### src/rtl/result_unloader_if.sv
// Byte stream from the result unloader to its downstream consumer.
// The producer (master) holds data_out/ctrl_out while out_valid is high and out_ready is low.
interface result_unloader_if;
  logic [7:0] data_out;
  logic [1:0] ctrl_out;
  logic       out_valid;
  logic       out_ready;

  modport master (output data_out, output ctrl_out, output out_valid, input out_ready);
  modport slave  (input data_out, input ctrl_out, input out_valid, output out_ready);
endinterface

### src/rtl/result_unloader.sv
// Serialises a result matrix as a framed byte stream: rows/cols header, element bytes
// (MSB first), optional XOR checksum (UNLOADER_CHECKSUM_EN), end-of-frame marker.
//
// state  | meaning
// IDLE   | waiting for res_valid, snapshot taken on the sampling edge
// HDR_R  | presenting row count header byte
// HDR_C  | presenting column count header byte
// DATA   | presenting element bytes, index order, MSB byte first
// CSUM   | presenting XOR of header and data bytes (only with UNLOADER_CHECKSUM_EN)
// END    | presenting end-of-frame marker
module result_unloader #(
  parameter int ELEM_W    = 16,
  parameter int MAX_ELEMS = 4
) (
  input  logic                          CLK,
  input  logic                          RST,
  input  logic [MAX_ELEMS*ELEM_W-1:0]   res_mat,
  input  logic [3:0]                    rows,
  input  logic [3:0]                    cols,
  input  logic                          res_valid,
  output logic                          busy,
  output logic                          clamp_err,
  result_unloader_if.master             stream
);

  localparam int MAT_W  = MAX_ELEMS * ELEM_W;
  localparam int NBYTES = MAT_W / 8;

  typedef enum logic [2:0] {
    ST_IDLE  = 3'd0,
    ST_HDR_R = 3'd1,
    ST_HDR_C = 3'd2,
    ST_DATA  = 3'd3,
`ifdef UNLOADER_CHECKSUM_EN
    ST_CSUM  = 3'd4,
`endif
    ST_END   = 3'd5
  } state_t;

  state_t           state;
  state_t           state_nx;
  state_t           after_data;
  logic [MAT_W-1:0] mat_q;
  logic [3:0]       rows_q;
  logic [3:0]       cols_q;
  logic [2:0]       n_q;
  logic [2:0]       idx;
  logic [7:0]       prod;
  logic             over;
  logic [2:0]       n_calc;
  logic [3:0]       two_n_m1;
  logic             last_byte;
  logic             accept;
  logic [7:0]       mat_bytes [NBYTES];
`ifdef UNLOADER_CHECKSUM_EN
  logic [7:0]       csum;
`endif

  assign prod      = {4'b0, rows} * {4'b0, cols};
  assign over      = prod > 8'(MAX_ELEMS);
  assign n_calc    = over ? 3'(MAX_ELEMS) : prod[2:0];
  assign two_n_m1  = {n_q, 1'b0} - 4'd1;
  assign last_byte = idx == two_n_m1[2:0];
  assign accept    = (state != ST_IDLE) && stream.out_ready;
  assign busy      = state != ST_IDLE;

  // Element 0 sits in the top bits, so byte 0 is the MSB byte of element 0.
  always_comb begin
    for (int i = 0; i < NBYTES; i++) begin
      mat_bytes[i] = mat_q[MAT_W-8-8*i +: 8];
    end
  end

  always_ff @(posedge CLK) begin
    if (RST) state <= ST_IDLE;
    else     state <= state_nx;
  end

  always_comb begin
    state_nx         = state;
    stream.data_out  = 8'h00;
    stream.ctrl_out  = 2'd0;
    stream.out_valid = 1'b0;
`ifdef UNLOADER_CHECKSUM_EN
    after_data = ST_CSUM;
`else
    after_data = ST_END;
`endif
    case (state)
      ST_IDLE: begin
        if (res_valid) state_nx = ST_HDR_R;
      end
      ST_HDR_R: begin
        stream.out_valid = 1'b1;
        stream.data_out  = {4'b0, rows_q};
        stream.ctrl_out  = 2'd1;
        if (accept) state_nx = ST_HDR_C;
      end
      ST_HDR_C: begin
        stream.out_valid = 1'b1;
        stream.data_out  = {4'b0, cols_q};
        stream.ctrl_out  = 2'd1;
        if (accept) state_nx = (n_q == 3'd0) ? after_data : ST_DATA;
      end
      ST_DATA: begin
        stream.out_valid = 1'b1;
        stream.data_out  = mat_bytes[idx];
        stream.ctrl_out  = 2'd0;
        if (accept && last_byte) state_nx = after_data;
      end
`ifdef UNLOADER_CHECKSUM_EN
      ST_CSUM: begin
        stream.out_valid = 1'b1;
        stream.data_out  = csum;
        stream.ctrl_out  = 2'd3;
        if (accept) state_nx = ST_END;
      end
`endif
      ST_END: begin
        stream.out_valid = 1'b1;
        stream.data_out  = 8'h00;
        stream.ctrl_out  = 2'd2;
        if (accept) state_nx = ST_IDLE;
      end
      default: state_nx = ST_IDLE;
    endcase
  end

  always_ff @(posedge CLK) begin
    if (RST) begin
      mat_q     <= '0;
      rows_q    <= 4'd0;
      cols_q    <= 4'd0;
      n_q       <= 3'd0;
      idx       <= 3'd0;
      clamp_err <= 1'b0;
`ifdef UNLOADER_CHECKSUM_EN
      csum      <= 8'h00;
`endif
    end else if (state == ST_IDLE) begin
      if (res_valid) begin
        mat_q  <= res_mat;
        rows_q <= rows;
        cols_q <= cols;
        n_q    <= n_calc;
        idx    <= 3'd0;
`ifdef UNLOADER_CHECKSUM_EN
        csum   <= 8'h00;
`endif
        if (over) clamp_err <= 1'b1;
      end
    end else if (accept) begin
      if (state == ST_DATA && !last_byte) idx <= idx + 3'd1;
`ifdef UNLOADER_CHECKSUM_EN
      // Checksum covers header and data bytes only.
      if (state == ST_HDR_R || state == ST_HDR_C || state == ST_DATA)
        csum <= csum ^ stream.data_out;
`endif
    end
  end

endmodule

### src/flat_wrapper.sv
// flat-port wrapper written by rule: the top's interface ports become plain ports
module result_unloader_flat 
#(
  parameter int ELEM_W    = 16,
  parameter int MAX_ELEMS = 4
)
  (CLK, RST, res_mat, rows, cols, res_valid, busy, clamp_err, stream_data_out, stream_ctrl_out, stream_out_valid, stream_out_ready);
  result_unloader_if stream_i ();
  input  logic CLK;
  input  logic RST;
  input  logic [MAX_ELEMS*ELEM_W-1:0] res_mat;
  input  logic [3:0] rows;
  input  logic [3:0] cols;
  input  logic res_valid;
  output logic busy;
  output logic clamp_err;
  output wire logic [$bits(stream_i.data_out)-1:0] stream_data_out;
  output wire logic [$bits(stream_i.ctrl_out)-1:0] stream_ctrl_out;
  output wire logic [$bits(stream_i.out_valid)-1:0] stream_out_valid;
  input wire logic [$bits(stream_i.out_ready)-1:0] stream_out_ready;
  assign stream_data_out = stream_i.data_out;
  assign stream_ctrl_out = stream_i.ctrl_out;
  assign stream_out_valid = stream_i.out_valid;
  assign stream_i.out_ready = stream_out_ready;
  result_unloader #(.ELEM_W(ELEM_W), .MAX_ELEMS(MAX_ELEMS)) u_core (.CLK(CLK), .RST(RST), .res_mat(res_mat), .rows(rows), .cols(cols), .res_valid(res_valid), .busy(busy), .clamp_err(clamp_err), .stream(stream_i));
endmodule
### config.mk
export PLATFORM = sky130hd
export DESIGN_NAME = result_unloader_flat
export DESIGN_NICKNAME = d
export VERILOG_FILES = /design/src/rtl/result_unloader_if.sv /design/src/rtl/result_unloader.sv /design/src/flat_wrapper.sv
export SDC_FILE = /design/constraint.sdc
export NUM_CORES = 1
export LEC_CHECK = 0
export ABC_CLOCK_PERIOD_IN_PS = 7900
export BUFFER_PORTS_ARGS = -buffer_cell sky130_fd_sc_hd__buf_2
export CORE_UTILIZATION = 40
export CTS_BUF_LIST = sky130_fd_sc_hd__clkbuf_2 sky130_fd_sc_hd__clkbuf_4 sky130_fd_sc_hd__clkbuf_8
export CTS_CLUSTER_DIAMETER = 40
export DETAILED_ROUTE_END_ITERATION = 12
export PLACE_DENSITY_LB_ADDON = 0.25
export SYNTH_ARGS = -nofsm -noshare
export SYNTH_HDL_FRONTEND = slang
export SYNTH_SLANG_ARGS = --single-unit
### constraint.sdc
create_clock -name CLK -period 7.9 [get_ports CLK]
set_input_delay 1.185 -clock CLK [delete_from_list [all_inputs] [get_ports CLK]]
set_output_delay 1.185 -clock CLK [all_outputs]
set_load 0.01 [all_outputs]
; After elaboration in Yosys (flattened, before gate mapping)
; Index checks and enable logic that the tools add are counted.
[classes]
n_addsub = 2
mul = 1
order_cmp = 2
n_eq_ne = 10
muxes = 18
n_bitwise = 1
reduce_logical = 15
[ops]
columns = op, count
row1 = 3-bit 2-to-1 mux, 11
row2 = 8-bit binary-select mux with 3-bit select, 1
row3 = 8-bit one-hot mux with 3 select lines, 1
row4 = 8-bit 2-to-1 mux, 2
row5 = 3-bit one-hot mux with 5 select lines, 1
row6 = 8-bit by 3-bit greater-than comparator with 1-bit output (second input constant), 1
row7 = 4-bit by 4-bit multiplier with 8-bit output, 1
row8 = 2-bit by 1-bit != test with 1-bit output (second input constant), 4
row9 = 3-bit by 2-bit == test with 1-bit output (second input constant), 2
row10 = 3-bit logical NOT, 2
row11 = 3-bit AND reduction, 2
row12 = 5-bit AND reduction, 1
row13 = 4-bit greater-or-equal comparator (second input constant), 1
row14 = 3-bit NOT with 4-bit output, 1
row15 = 2-bit one-hot mux with 2 select lines, 1
row16 = 2-bit nonzero test, 2
row17 = 4-bit OR reduction, 1
row18 = 3-bit by 1-bit adder with 3-bit output (second input constant), 1
row19 = 3-bit by 1-bit == test with 1-bit output (second input constant), 1
row20 = 3-bit == test, 1
row21 = 3-bit == test (second input constant), 1
row22 = 1-bit logical AND, 3
row23 = 3-bit nonzero test, 1
row24 = 3-bit by 1-bit subtractor with 3-bit output (second input constant), 1
row25 = 5 further kinds, 5
[word_totals]
ff_bits = 82
inputBits = 76
output_inout_bits = 13
word_cells = 56

; Longest topological paths before layout
[depth]
depth_word = 7
mapped_depth = 11
depth_no_buf = 11

; Worst setup path before layout
; Ideal clock, no wire load.
[synth_timing]
path_type = input -> register
startpoint = input cols[3]
endpoint = register u_core.clamp_err
setup_time_ns = 0.120
t_arrival_ns = 3.947
required_ns = 7.780
path_slack_ns = 3.833
path_stages = 11
path_buffers = 0
cell_sequence = nand2_1 fa_1 inv_1 fa_1 inv_1 fa_1 and2b_1 o21ai_0 a31o_1 or3_4 o31a_1
[synth_between]
elab_chain_cells = 3
[synth_rtl]
columns = element, line_no
row1 = start: declaration, flat_wrapper.sv:13  ; input logic [3:0] cols;
row2 = 4-bit by 4-bit multiplier with 8-bit output, result_unloader.sv:59  ; assign prod = {4'b0, rows} * {4'b0, cols};
row3 = 8-bit by 3-bit greater-than comparator with 1-bit output, result_unloader.sv:60  ; assign over = prod > 8'(MAX_ELEMS);
row4 = 3-bit AND reduction (no source line), --
row5 = end signal: assignment, result_unloader.sv:136  ; clamp_err <= 1'b0;
row6 = end signal: assignment, result_unloader.sv:150  ; if (over) clamp_err <= 1'b1;
row7 = end: declaration, result_unloader.sv:22  ; output logic clamp_err,
; No other way between the ends.
; A chain may end at the register's enable or synchronous reset.

; Worst setup path in the final report
[layout_timing]
startpoint = input rows[0]
endpoint = register u_core.clamp_err
[layout_between]
elab_chain_cells = 3
[layout_rtl]
columns = element, line_no
row1 = start: declaration, flat_wrapper.sv:12  ; input logic [3:0] rows;
row2 = 4-bit by 4-bit multiplier with 8-bit output, result_unloader.sv:59
row3 = 8-bit by 3-bit greater-than comparator with 1-bit output, result_unloader.sv:60
row4 = 3-bit AND reduction (no source line), --
; No other way between the ends.

==> impl_metrics.ini <==
[run_status]
status = complete, no violations

[power_and_ir_drop]
ir_drop_mv = 0.0854
leakagePower_uw = 0.00198
finalPower_uw = 934
p_per_area_nw_per_um2 = 195

[finish]
n_antenna_cell = 0
layout_commonest_cell = nand2_1
fillCellCount = 985
final_cell_mix = nand2_1, buf_2, a21oi_1
final_util = 0.486
drive_gt1_frac = 0.229
finish.net_count = 661
syn2layout_area_growth_pct = 16.6

[route]
wl_um = 9960
routedWlPerCell_um = 14.2
final_antenna_net_count = 0
drc = 0
via_count = 3633
vias_per_cell = 5.16
drt_iter0_drc = 127
firstDrtPassIters = 4

[sta]
max_freq_mhz = 243
fin_ws_ps = 3780
finalMaxSlewViolations = 0
finalCritPeriodShare = 0.521
finalClockSkew_ps = 6.89
tns_ps = 0
min_period_ps = 4120
slew_headroom = 0.431
tightest_slew_ps = 854
hold_ws_ps = 453
setup_viol = 0
rsz0062_at_grt = false
hold_violations = 0

[grt]
grt-busiest-layer = met2
use_met3 = 0.0410
grt_pass1_vias = 3408
grt_overflow_total = 0
grt_first_pass_wirelength_um = 16000
grt_max_degree = 86
grt.met1_usage = 0.269
antenna_found_initial = 0
grt_use_met2 = 0.316
grt_usage = 0.198

[min_path]
hold_end = u_core.mat_bytes[13]
min_from = u_core.mat_bytes[13]
hold_class = reg -> reg
hold_depth = 2

[setup_path]
arrival_ps = 4350
worstSetupEndpointType = flop
ff2ff_path_depth = 6
worstPathRequired_ps = 8140
r2r_slack_ps = 5660
r2r_end = u_core.idx[2]
criticalPathCategory = in -> reg
start_kind = input pin
crit_fanout = 6
regToRegStartpoint = u_core.state[1]

[clocking]
clk_latency_ps = 350
cts_sinks = 82
clockRootBuffer = clkbuf_8
clk_pin_slew_ps = 70
cts_made_buffers = 9
cts_tree = done
hold_buffers = 0
cts_resized = 0
cts_buffer_depth = 2
cts_htree_levels = 3
post_cts_buffers = 0

[yosys]
synth.top_cell.area_share = 0.400
yosys_warnings = 0
synth_cell_types = 45
yosys.area.top_type = dfxtp_1
synth_cells = 499
synth.ff_latch_count = 82
synth_area_um2 = 4110
yosysSeqAreaShare = 0.400
avgSynthCellArea_um2 = 8.23
yosys-top-cells-area = dfxtp_1, nand2_1, a21oi_1
syn_nets = 593

[die]
start_util = 0.416
core_um2 = 9860
die_h_um = 103
rows = 36
die_width_um = 103
io_pins = 89
dieArea_um2 = 10700

[place]
portBuffers = 88
pre_cts_ws_ps = 3440
dp_hpwl_um = 7120
routabilityCongestion = 0.808

[flow_run]
drv_cap = 0
## worst max-delay path, cell delays in order
cell and delay, ps:
buf_2 150, nand2_1 100, fa_1 540, inv_1 70
fa_1 590, inv_1 80, fa_1 420, and2b_1 210
o21ai_0 110, a31o_1 260, or3_4 350, o31a_1 280
## synth_stat cells (all sizes together)
cell type and count:
a211oi 1, a21oi 84, or3 1, clkbuf 14, and2 13, and3 1
nor2b 1, nor2 25, inv 14, a311oi 1, or4b 2, mux2i 8
o21a 1, nand3 2, a31o 1, nand3b 1, nor3 3, dfxtp 82
mux4 16, and2b 1, a22oi 3, a31oi 2, a221oi 1, a211o 1
o2111ai 3, xnor2 1, or4 2, o32ai 2, and3b 1, o31a 1
o221ai 1, o21ba 1, nand4b 1, xor2 4, o21ai 5, nor4 1
buf 22, ha 14, nand2 157, fa 4
## where the power goes
part	switching [uW]	leakage, uW	internal [uW]
registers	17.8	0.000673	443
logic	95.4	0.00121	70.0
clock network	146	0.000101	162
total	259	0.00198	674
## state kept, by name, summed over array words and instances (netlist names)
name and cells:
u_core.rows_q 4, u_core.clamp_err 1, u_core.n_q 3, u_core.idx 3, u_core.state 3, u_core.mat_bytes 64, u_core.cols_q 4
## stage by stage
stage,area (um2),std cells
after global routing,4790,704
after floorplan,4110,499
after CTS,4790,704
after detailed placement,4590,689
after global placement,4590,689
final,4790,704
## metal layers
layer	wire, um	vias up
li1	-	1822
met1	4670	1703
met2	4740	95
met3	406	13
met4	142	0
met5	0	-
## how the worst max path moves through the flow
stage	start	end	slack [ps]
4_1_cts	rows[0]	u_core.clamp_err	3800
3_5_place_dp	rows[0]	u_core.clamp_err	3440
2_1_floorplan	cols[3]	u_core.clamp_err	3830
3_3_place_gp	rows[0]	u_core.clamp_err	3600
5_1_grt	rows[0]	u_core.clamp_err	3700
6_report	rows[0]	u_core.clamp_err	3780
## cell type report
type / count / area, um2 / area share
repair buffers: 93 / 478 / 0.0998
clock buffers: 11 / 151 / 0.0316
flip-flops and latches: 82 / 1640 / 0.343
multi-input cells: 367 / 2250 / 0.469
well taps: 133 / 166 / 0.0347
inverters: 14 / 52.6 / 0.0110
clock inverters: 4 / 51.3 / 0.0107
## cells by family (layout without fill, tap and decap cells)
family	Yosys count	in the layout	share of synthesized area
xor+xnor	5	5	0.0107
buf+inv	50	122	0.0539
compound gates	108	108	0.149
simple gates	212	212	0.217
fa+ha+maj	18	18	0.0621
flops	82	82	0.400
mux	24	24	0.107
Note: power is estimated with default switching activity, not from simulation.
